[config.mk]
export PLATFORM = sky130hd
export DESIGN_NAME = m_pc_flat
export DESIGN_NICKNAME = d
export VERILOG_FILES = /design/src/rtl/m_pc_if.sv /design/src/rtl/m_pc.sv /design/src/flat_wrapper.sv
export SDC_FILE = /design/constraint.sdc
export NUM_CORES = 1
export LEC_CHECK = 0
export ABC_AREA = 1
export CAP_MARGIN = 10
export CORE_AREA = 2 2 53 67
export DETAILED_ROUTE_END_ITERATION = 7
export DIE_AREA = 0 0 55 69
export MAX_ROUTING_LAYER = met4
export PLACE_DENSITY = 0.8
export SYNTH_ARGS = -nofsm -noshare
export SYNTH_HDL_FRONTEND = slang
export SYNTH_SLANG_ARGS = --single-unit
[constraint.sdc]
create_clock -name i_clk -period 2 [get_ports i_clk]
set_input_delay 0.3 -clock i_clk [delete_from_list [all_inputs] [get_ports i_clk]]
set_output_delay 0.3 -clock i_clk [all_outputs]
set_load 0.005 [all_outputs]
[src/rtl/m_pc_if.sv]
// Program-counter control/status bundle: upstream controller drives the master side, m_pc is the slave.
// Carries enable, the clear/load/increment/call/return commands, the next address, and PC/stack status.
interface m_pc_if #(
  parameter int WIDTH = 16,
  parameter int SP_W  = 3
);
  logic             i_en;
  logic             i_clr;
  logic             i_load;
  logic             i_inc;
  logic             i_call;
  logic             i_ret;
  logic [WIDTH-1:0] i_in;
  logic [WIDTH-1:0] o_out;
  logic [SP_W-1:0]  o_sp;
  logic             o_ovf;
  logic             o_unf;

  modport master (
    output i_en, i_clr, i_load, i_inc, i_call, i_ret, i_in,
    input  o_out, o_sp, o_ovf, o_unf
  );

  modport slave (
    input  i_en, i_clr, i_load, i_inc, i_call, i_ret, i_in,
    output o_out, o_sp, o_ovf, o_unf
  );
endinterface

[src/rtl/m_pc.sv]
// Program counter (clear > ret > call > load > inc > hold); optional return stack under PC_CALL_STACK_EN.
// One-cycle registered latency; i_en=0 stalls all state, no other backpressure.
module m_pc #(
  parameter int WIDTH       = 16,
  parameter int RESET_VAL   = 0,
  parameter int STACK_DEPTH = 4
) (
  input logic  i_clk,
  input logic  i_rst,
  m_pc_if.slave pc
);
  localparam int              SP_W  = $clog2(STACK_DEPTH) + 1;
  localparam logic [WIDTH-1:0] RST_V = WIDTH'(RESET_VAL);

  logic [WIDTH-1:0] pc_q, pc_d;

  assign pc.o_out = pc_q;

`ifdef PC_CALL_STACK_EN
  localparam int              PTR_W = $clog2(STACK_DEPTH);
  localparam logic [SP_W-1:0] FULL  = SP_W'(STACK_DEPTH);

  logic [WIDTH-1:0] stk [STACK_DEPTH];
  logic [PTR_W-1:0] wp_q, wp_d, top_idx;
  logic [SP_W-1:0]  sp_q, sp_d;
  logic             ovf_q, ovf_d, unf_q, unf_d, push;

  // wp points at the next free slot; once full it also points at the oldest entry
  assign top_idx = wp_q - PTR_W'(1);

  always_comb begin
    pc_d  = pc_q;
    wp_d  = wp_q;
    sp_d  = sp_q;
    ovf_d = ovf_q;
    unf_d = unf_q;
    push  = 1'b0;
    if (pc.i_clr) begin
      pc_d  = RST_V;
      wp_d  = '0;
      sp_d  = '0;
      ovf_d = 1'b0;
      unf_d = 1'b0;
    end else if (pc.i_ret) begin
      if (sp_q == '0) begin
        unf_d = 1'b1;
      end else begin
        pc_d = stk[top_idx];
        wp_d = top_idx;
        sp_d = sp_q - SP_W'(1);
      end
    end else if (pc.i_call) begin
      push = 1'b1;
      pc_d = pc.i_in;
      wp_d = wp_q + PTR_W'(1);
      if (sp_q == FULL) ovf_d = 1'b1;
      else              sp_d  = sp_q + SP_W'(1);
    end else if (pc.i_load) begin
      pc_d = pc.i_in;
    end else if (pc.i_inc) begin
      pc_d = pc_q + WIDTH'(1);
    end
  end

  always_ff @(posedge i_clk or posedge i_rst) begin
    if (i_rst) begin
      pc_q  <= RST_V;
      wp_q  <= '0;
      sp_q  <= '0;
      ovf_q <= 1'b0;
      unf_q <= 1'b0;
    end else if (pc.i_en) begin
      pc_q  <= pc_d;
      wp_q  <= wp_d;
      sp_q  <= sp_d;
      ovf_q <= ovf_d;
      unf_q <= unf_d;
    end
  end

  // Storage needs no reset: occupancy gates every read
  always_ff @(posedge i_clk) begin
    if (pc.i_en && push) stk[wp_q] <= pc_q + WIDTH'(1);
  end

  assign pc.o_sp  = sp_q;
  assign pc.o_ovf = ovf_q;
  assign pc.o_unf = unf_q;
`else
  logic unused_stack;
  assign unused_stack = &{1'b0, pc.i_call, pc.i_ret};

  always_comb begin
    pc_d = pc_q;
    if (pc.i_clr)       pc_d = RST_V;
    else if (pc.i_load) pc_d = pc.i_in;
    else if (pc.i_inc)  pc_d = pc_q + WIDTH'(1);
  end

  always_ff @(posedge i_clk or posedge i_rst) begin
    if (i_rst)         pc_q <= RST_V;
    else if (pc.i_en)  pc_q <= pc_d;
  end

  assign pc.o_sp  = '0;
  assign pc.o_ovf = 1'b0;
  assign pc.o_unf = 1'b0;
`endif
endmodule
[src/flat_wrapper.sv]
// flat-port wrapper written by rule: the top's interface ports become plain ports
module m_pc_flat 
#(
  parameter int WIDTH       = 16,
  parameter int RESET_VAL   = 0,
  parameter int STACK_DEPTH = 4
)
  (i_clk, i_rst, pc_i_en, pc_i_clr, pc_i_load, pc_i_inc, pc_i_call, pc_i_ret, pc_i_in, pc_o_out, pc_o_sp, pc_o_ovf, pc_o_unf);
  m_pc_if #(.WIDTH(WIDTH)) pc_i ();
  input logic i_clk;
  input logic i_rst;
  input wire logic [$bits(pc_i.i_en)-1:0] pc_i_en;
  input wire logic [$bits(pc_i.i_clr)-1:0] pc_i_clr;
  input wire logic [$bits(pc_i.i_load)-1:0] pc_i_load;
  input wire logic [$bits(pc_i.i_inc)-1:0] pc_i_inc;
  input wire logic [$bits(pc_i.i_call)-1:0] pc_i_call;
  input wire logic [$bits(pc_i.i_ret)-1:0] pc_i_ret;
  input wire logic [$bits(pc_i.i_in)-1:0] pc_i_in;
  output wire logic [$bits(pc_i.o_out)-1:0] pc_o_out;
  output wire logic [$bits(pc_i.o_sp)-1:0] pc_o_sp;
  output wire logic [$bits(pc_i.o_ovf)-1:0] pc_o_ovf;
  output wire logic [$bits(pc_i.o_unf)-1:0] pc_o_unf;
  assign pc_i.i_en = pc_i_en;
  assign pc_i.i_clr = pc_i_clr;
  assign pc_i.i_load = pc_i_load;
  assign pc_i.i_inc = pc_i_inc;
  assign pc_i.i_call = pc_i_call;
  assign pc_i.i_ret = pc_i_ret;
  assign pc_i.i_in = pc_i_in;
  assign pc_o_out = pc_i.o_out;
  assign pc_o_sp = pc_i.o_sp;
  assign pc_o_ovf = pc_i.o_ovf;
  assign pc_o_unf = pc_i.o_unf;
  m_pc #(.WIDTH(WIDTH), .RESET_VAL(RESET_VAL), .STACK_DEPTH(STACK_DEPTH)) u_core (.i_clk(i_clk), .i_rst(i_rst), .pc(pc_i));
endmodule
==> results of run 1 <==
-- stage by stage --
stage / total power [mW] / cells
after CTS: 0.973 / 263
after floorplan: 0.543 / 192
after global routing: 1.02 / 263
after global placement: 0.670 / 259
after detailed placement: 0.679 / 259
final: 0.964 / 263
-- worst max path at each step --
stage / startpoint / end / slack (ns) / cells past startpoint
floorplan: u_core.pc.o_out[1]$_DFFE_PP0P_ / u_core.pc.o_out[14]$_DFFE_PP0P_ / 0.70 / 8
global placement: pc_i_clr / u_core.pc.o_out[1]$_DFFE_PP0P_ / 0.37 / 6
detailed placement: pc_i_load / u_core.pc.o_out[3]$_DFFE_PP0P_ / 0.34 / 8
CTS: u_core.pc.o_out[2]$_DFFE_PP0P_ / pc_o_out[2] / 0.42 / 1
global route: u_core.pc.o_out[2]$_DFFE_PP0P_ / pc_o_out[2] / 0.39 / 1
finish: u_core.pc.o_out[2]$_DFFE_PP0P_ / pc_o_out[2] / 0.43 / 1
-- power by group through the flow --
stage,Combinational [mW],Sequential (mW),Clock (mW)
floorplan,0.133,0.410,0
global placement,0.253,0.417,0
detailed placement,0.261,0.419,0
CTS,0.262,0.414,0.298
global route,0.291,0.421,0.309
finish,0.258,0.414,0.292
-- metal layers --
layer	part of all wire (%)	GRT usage [%]
met4	1.1	5.42
met5	0	-
met1	42	21.2
met3	4.9	2.16
met2	52	30.6
-- final cells by class --
type                       instances  share of cell area (%)
clock buffer                       4                    3.29
inverter                          21                    4.72
multi-input combinational        145                    41.8
sequential                        16                    24.0
tap                               37                    2.77
timing repair buffer              40                    23.5
-- logic make-up (layout without fill, tap and decap cells) --
| group | count (synthesis) | in the layout | synth area share [%] |
|---|---|---|---|
| AND/OR/NAND/NOR | 115 | 115 | 40.2 |
| buffers and inverters | 31 | 65 | 12.6 |
| flip-flops | 16 | 16 | 32.3 |
| AO/OA/AOI/OAI | 15 | 15 | 7.06 |
| XOR/XNOR | 7 | 7 | 4.94 |
| multiplexers | 2 | 2 | 1.61 |
| adder cells (fa/ha/maj) | 1 | 1 | 1.01 |
| other | 1 | 5 | 0.302 |
-- layout by cell type (no fill, tap or decap) --
cell	n
sky130_fd_sc_hd__clkbuf_8	4
sky130_fd_sc_hd__o22ai_1	1
sky130_fd_sc_hd__buf_4	3
sky130_fd_sc_hd__nand4_1	3
sky130_fd_sc_hd__mux2i_1	2
sky130_fd_sc_hd__conb_1	5
sky130_fd_sc_hd__nand3_2	2
sky130_fd_sc_hd__o21ai_0	11
sky130_fd_sc_hd__nand2_1	56
sky130_fd_sc_hd__nand3_1	13
sky130_fd_sc_hd__nand2_4	1
sky130_fd_sc_hd__xor2_1	6
sky130_fd_sc_hd__o21ai_1	2
sky130_fd_sc_hd__clkdlybuf4s50_1	37
sky130_fd_sc_hd__inv_1	21
sky130_fd_sc_hd__ha_1	1
sky130_fd_sc_hd__nand2_2	1
sky130_fd_sc_hd__dfrtp_1	16
sky130_fd_sc_hd__a21oi_4	1
sky130_fd_sc_hd__nor2_1	31
sky130_fd_sc_hd__xnor2_1	1
sky130_fd_sc_hd__nor2_2	8
==> implementation parameters, run 1 <==
Parameter                              Value

Final layout
  Area of the multi-input gates    698 um^2
  Sequential cell area    about 400 um^2
  Number of antenna diodes    0
  Fraction of layout cells with a size suffix above 1    8.85%
  Area added between synthesis and finish    34.8%
  Number of fill cells in the layout    320
  Flip-flop count of the largest register, all copies and words added    16
  Finished Core Util    a little over half
  Post-route cell area    1670 um^2
  Net count reported at finish    252

Route
  Total Wirelength    3010 um
  Average wire per standard cell    11.4 um
  Number of nets still failing antenna checks after routing    0
  DRC violation count after routing    0
  Total iterations of the first detailed-routing run    4
  Number of design-rule violations left by the first detailed-router iteration    34
  Via density per instance    4.87
  Count of vias placed by the detailed router    1280

Power and ir drop
  Register share of total power    42.9%
  Static power due to leakage    0.815 nW
  Total net switching power    284 uW
  Power Dens Cells    577 nW/um^2
  Logic pwr share    26.8%
  Part of the power in the clock network    ~30%
  Worst supply voltage drop on vdd    0.000363 V
  Internal power of the cells    between 600 and 700 uW
  Switching share of power    29.5%

Setup path
  CP peak stage delay    ~0.55 ns
  Critical path's top delay family    buffers and inverters
  Startpoint of the most critical register-to-register path    u_core.pc.o_out[0]$_DFFE_PP0P_
  Endpoint class of the critical path    primary output
  Category of the worst setup path launch point    flop
  Register-to-register setup slack    0.52 ns
  Cells along the critical path    clkdlybuf4s50_1
  Max FO, Critical Path    6
  Number of cells on the worst reg-to-reg path    8
  Worst R2R End    u_core.pc.o_out[10]$_DFFE_PP0P_
  Total buffers and inverters traversed by the critical path    1
  Req. time, crit path    1.70 ns
  Cell with the largest stage delay on the worst path    sky130_fd_sc_hd__clkdlybuf4s50_1
  Arrival time reported for the critical path endpoint    approximately 1.3 ns
  Category of the most critical setup path    reg2out

Synth
  Synth Cell Area    1240 um^2
  Library cell with the highest instance count after synthesis    sky130_fd_sc_hd__nand2_1
  Primary FF master, synth    sky130_fd_sc_hd__dfrtp_1
  Most frequent cells after synthesis    56 x sky130_fd_sc_hd__nand2_1, 31 x sky130_fd_sc_hd__nor2_1, 21 x sky130_fd_sc_hd__inv_1
  Yosys warning count    0
  Cell taking the most area after synthesis    sky130_fd_sc_hd__dfrtp_1
  Gate count after technology mapping    around 190
  Synth top area cells    sky130_fd_sc_hd__dfrtp_1 32%, sky130_fd_sc_hd__nand2_1 17%, sky130_fd_sc_hd__nor2_1 9.4%
  Count of different cell masters after synthesis    22
  Average cell area after synthesis    6.60 um^2
  Fraction of synthesized cell area taken by the top area cell type    between 30% and 40%
  Proportion of synthesized flip-flops having asynchronous set or reset    100%
  EDFF count, synth    0
  Post-synthesis sequential area ratio    32.3%
  Flip-flop and latch count after synthesis    16

Floorplanning
  DIE AREA    3800 um^2
  Die width    55 um
  Starting utilization of the core area    39.2%
  Floorplan die height    69 um
  # IOs    45
  Site row count    23
  Placeable core region    between 3000 and 4000 um^2

GRT
  Via count of the first global-routing pass    1200
  Number of antenna violations at the first check in global routing    0
  Global-route wire length before repair    about 5100 um
  Sum of overflow across all layers after global routing    0
  Pin count of the biggest net entering global routing    17
  All-layer global routing usage    approximately 18%

Clocking
  CTS Buffer Depth    2
  Number of clock sinks    16
  CTS clock-pin slew for the worst setup and hold paths    0.07 ns
  Post-CTS setup buffer count    0
  CTS tree    built
  Worst skew pair latency    0.25 ns
  Cts bufs inserted    3
  Cts repair resizes    0
  Number of H-tree levels    1
  Clock root cell    sky130_fd_sc_hd__clkbuf_8
  Quantity of hold-fixing buffers added after cts    0

Timing
  Post-route clock skew    0.00113 ns
  Worst hold slack    0.436 ns
  Setup_tns    0 ns
  Fmax    approximately 0.64 GHz
  Setup-violating endpoint count in the final report    0
  RSZ-0062 raised after global routing    false
  Final clock period utilization by the worst path    78.5%
  Final setup margin    0.429 ns
  Final critical path time including I/O delays and setup    1.57 ns
  Worst slew margin    56.4%
  Transition time at the pin with the least slew margin    0.653 ns
  Slew Viols, Final    0
  Final hold viol count    0

Flow run
  Max-capacitance violation count    0

Place
  Gpl congestion    0.864
  Post-DP Area    1620 um^2
  Total half-perimeter wirelength after legalization and detailed placement    2260 um
  Place WS    0.343 ns
  IO buf count    37

Run status
  Result of the run    finished clean

Hold path
  Class of the worst hold path    in2async
No activity file was read; power rests on OpenSTA's default activity.
==> inputs of run 2 (changes only) <==
==> constraint.sdc (replaced) <==
create_clock -name i_clk -period 1.6 [get_ports i_clk]
set_input_delay 0.24 -clock i_clk [delete_from_list [all_inputs] [get_ports i_clk]]
set_output_delay 0.24 -clock i_clk [all_outputs]
set_load 0.005 [all_outputs]
==> run 2 against run 1 <==
Critical path type unchanged. Cell area grew 1.6%. Routed wire length down 2.2%. Critical endpoint unchanged. Die area is the same. Setup slack lost 0.36 ns.
==> implementation parameters, run 2 (same netlist as run 1, synthesis figures left out) <==
Parameter                              Value

Setup path
  Number of gates on the worst path with buffers counted    1
  Endpoint class of the critical path    primary output
  Cells along the critical path    clkdlybuf4s50_1
  Worst R2R End    u_core.pc.o_out[12]$_DFFE_PP0P_
  Arrival time reported for the critical path endpoint    roughly 1.3 ns
  Total buffers and inverters traversed by the critical path    1
  Category of the worst setup path launch point    flop
  Register-to-register setup slack    0.19 ns
  Startpoint of the most critical register-to-register path    u_core.pc.o_out[1]$_DFFE_PP0P_
  CP peak stage delay    0.55 ns
  Cell with the largest stage delay on the worst path    sky130_fd_sc_hd__clkdlybuf4s50_1
  Category of the most critical setup path    reg2out
  Max FO, Critical Path    6
  Worst setup path endpoint    pc_o_out[2]
  Number of cells on the worst reg-to-reg path    8
  Req. time, crit path    between 1 and 1.5 ns
  Critical path's top delay family    buffers and inverters
  Launch point of the critical path    u_core.pc.o_out[2]$_DFFE_PP0P_

Floorplanning
  DIE AREA    3800 um^2
  Floorplan die height    69 um
  Starting utilization of the core area    roughly two fifths
  Die width    55 um
  Placeable core region    3170 um^2
  Site row count    23
  # IOs    45

Power and ir drop
  Power Dens Cells    685 nW/um^2
  Part of the power in the clock network    between 20% and 30%
  Switching share of power    30.2%
  Static power due to leakage    0.833 nW
  Internal power of the cells    812 uW
  Register share of total power    44.0%
  Logic pwr share    between 20% and 30%
  Worst supply voltage drop on vdd    0.000377 V
  Total net switching power    351 uW

Final layout
  Net count reported at finish    257
  Finished Core Util    approximately 54%
  Flip-flop count of the largest register, all copies and words added    16
  Fraction of layout cells with a size suffix above 1    10.9%
  Number of cells in the finished layout apart from fillers    267
  Highest-count cells in the layout ignoring fill and taps    56 x sky130_fd_sc_hd__nand2_1, 37 x sky130_fd_sc_hd__clkdlybuf4s50_1, 30 x sky130_fd_sc_hd__nor2_1
  Area added between synthesis and finish    36.9%
  Number of antenna diodes    0
  Commonest non-fill, non-tap cell in the layout    sky130_fd_sc_hd__nand2_1

Clocking
  Clock root cell    sky130_fd_sc_hd__clkbuf_8
  CTS tree    built
  Quantity of hold-fixing buffers added after cts    0
  Number of H-tree levels    1
  Number of clock sinks    16
  Cts bufs inserted    3
  CTS clock-pin slew for the worst setup and hold paths    about 0.07 ns
  Worst skew pair latency    0.25 ns
  CTS Buffer Depth    2

Timing
  Final clock period utilization by the worst path    95.5%
  Post-route clock skew    0.00415 ns
  Fmax    0.655 GHz
  Final critical path time including I/O delays and setup    1.53 ns
  Setup_tns    0 ns
  Setup-violating endpoint count in the final report    0
  Slew Viols, Final    0
  RSZ-0062 raised after global routing    false
  Final hold viol count    0

Run status
  Result of the run    finished clean

Route
  DRC violation count after routing    0
  Number of design-rule violations left by the first detailed-router iteration    22
  Number of nets still failing antenna checks after routing    0
  Count of vias placed by the detailed router    between 1000 and 1500
  Total iterations of the first detailed-routing run    4
  Total Wirelength    2940 um
  Via density per instance    around 4.8
  Average wire per standard cell    11.0 um

GRT
  Number of antenna violations at the first check in global routing    0
  Global-route wire length before repair    between 5000 and 6000 um
  Sum of overflow across all layers after global routing    0
  All-layer global routing usage    18.0%
  Pin count of the biggest net entering global routing    17
  Via count of the first global-routing pass    1197

Place
  Total half-perimeter wirelength after legalization and detailed placement    2240 um
  IO buf count    37
  Gpl congestion    between 0.8 and 0.9
  Placed insts    263

Hold path
  Class of the worst hold path    in2async

Flow run
  Max-capacitance violation count    0
run 2: worst min path at each step:
stage,start,to
floorplan,i_rst,u_core.pc.o_out[0]$_DFFE_PP0P_
global placement,u_core.pc.o_out[15]$_DFFE_PP0P_,u_core.pc.o_out[15]$_DFFE_PP0P_
detailed placement,u_core.pc.o_out[15]$_DFFE_PP0P_,u_core.pc.o_out[15]$_DFFE_PP0P_
CTS,i_rst,u_core.pc.o_out[2]$_DFFE_PP0P_
global route,i_rst,u_core.pc.o_out[2]$_DFFE_PP0P_
finish,i_rst,u_core.pc.o_out[2]$_DFFE_PP0P_
run 2: power groups by stage:
stage               logic, mW  registers [mW]  clock network (mW)
floorplan               0.166           0.513                   0
detailed placement      0.338           0.521                   0
global placement        0.331           0.519                   0
global route            0.383           0.522               0.326
finish                  0.341           0.512               0.309
CTS                     0.340           0.514               0.310
run 2: layout make-up:
class,count,area (um^2)
well taps,37,46.3
multi-input cells,145,701
repair buffers,45,430
clock buffers,3,41.3
inverters,21,78.8
fillers,325,1470
flip-flops and latches,16,400
run 2: what timing repair did:
item	4_1_cts	5_1_grt
endpoints found under the setup margin	0	2
gates resized for setup	0	1
setup buffers	0	1
run 2: metal layers:
metal / part of all wire (%) / global-route usage, %
met4: 1.5 / 6.50
met5: 0 / -
met1: 43 / 22.4
met2: 52 / 29.0
met3: 3.4 / 2.60
run 2: metrics by stage:
stage	total power [mW]	hold slack (ns)	cell area [um^2]	setup slack [ns]
finish	1.16	0.294	1700	0.0727
global placement	0.849	0.524	1650	0.0537
floorplan	0.679	0.154	1250	0.301
global route	1.23	0.321	1700	0.0308
CTS	1.16	0.305	1690	0.0694
detailed placement	0.859	0.529	1650	0.0443
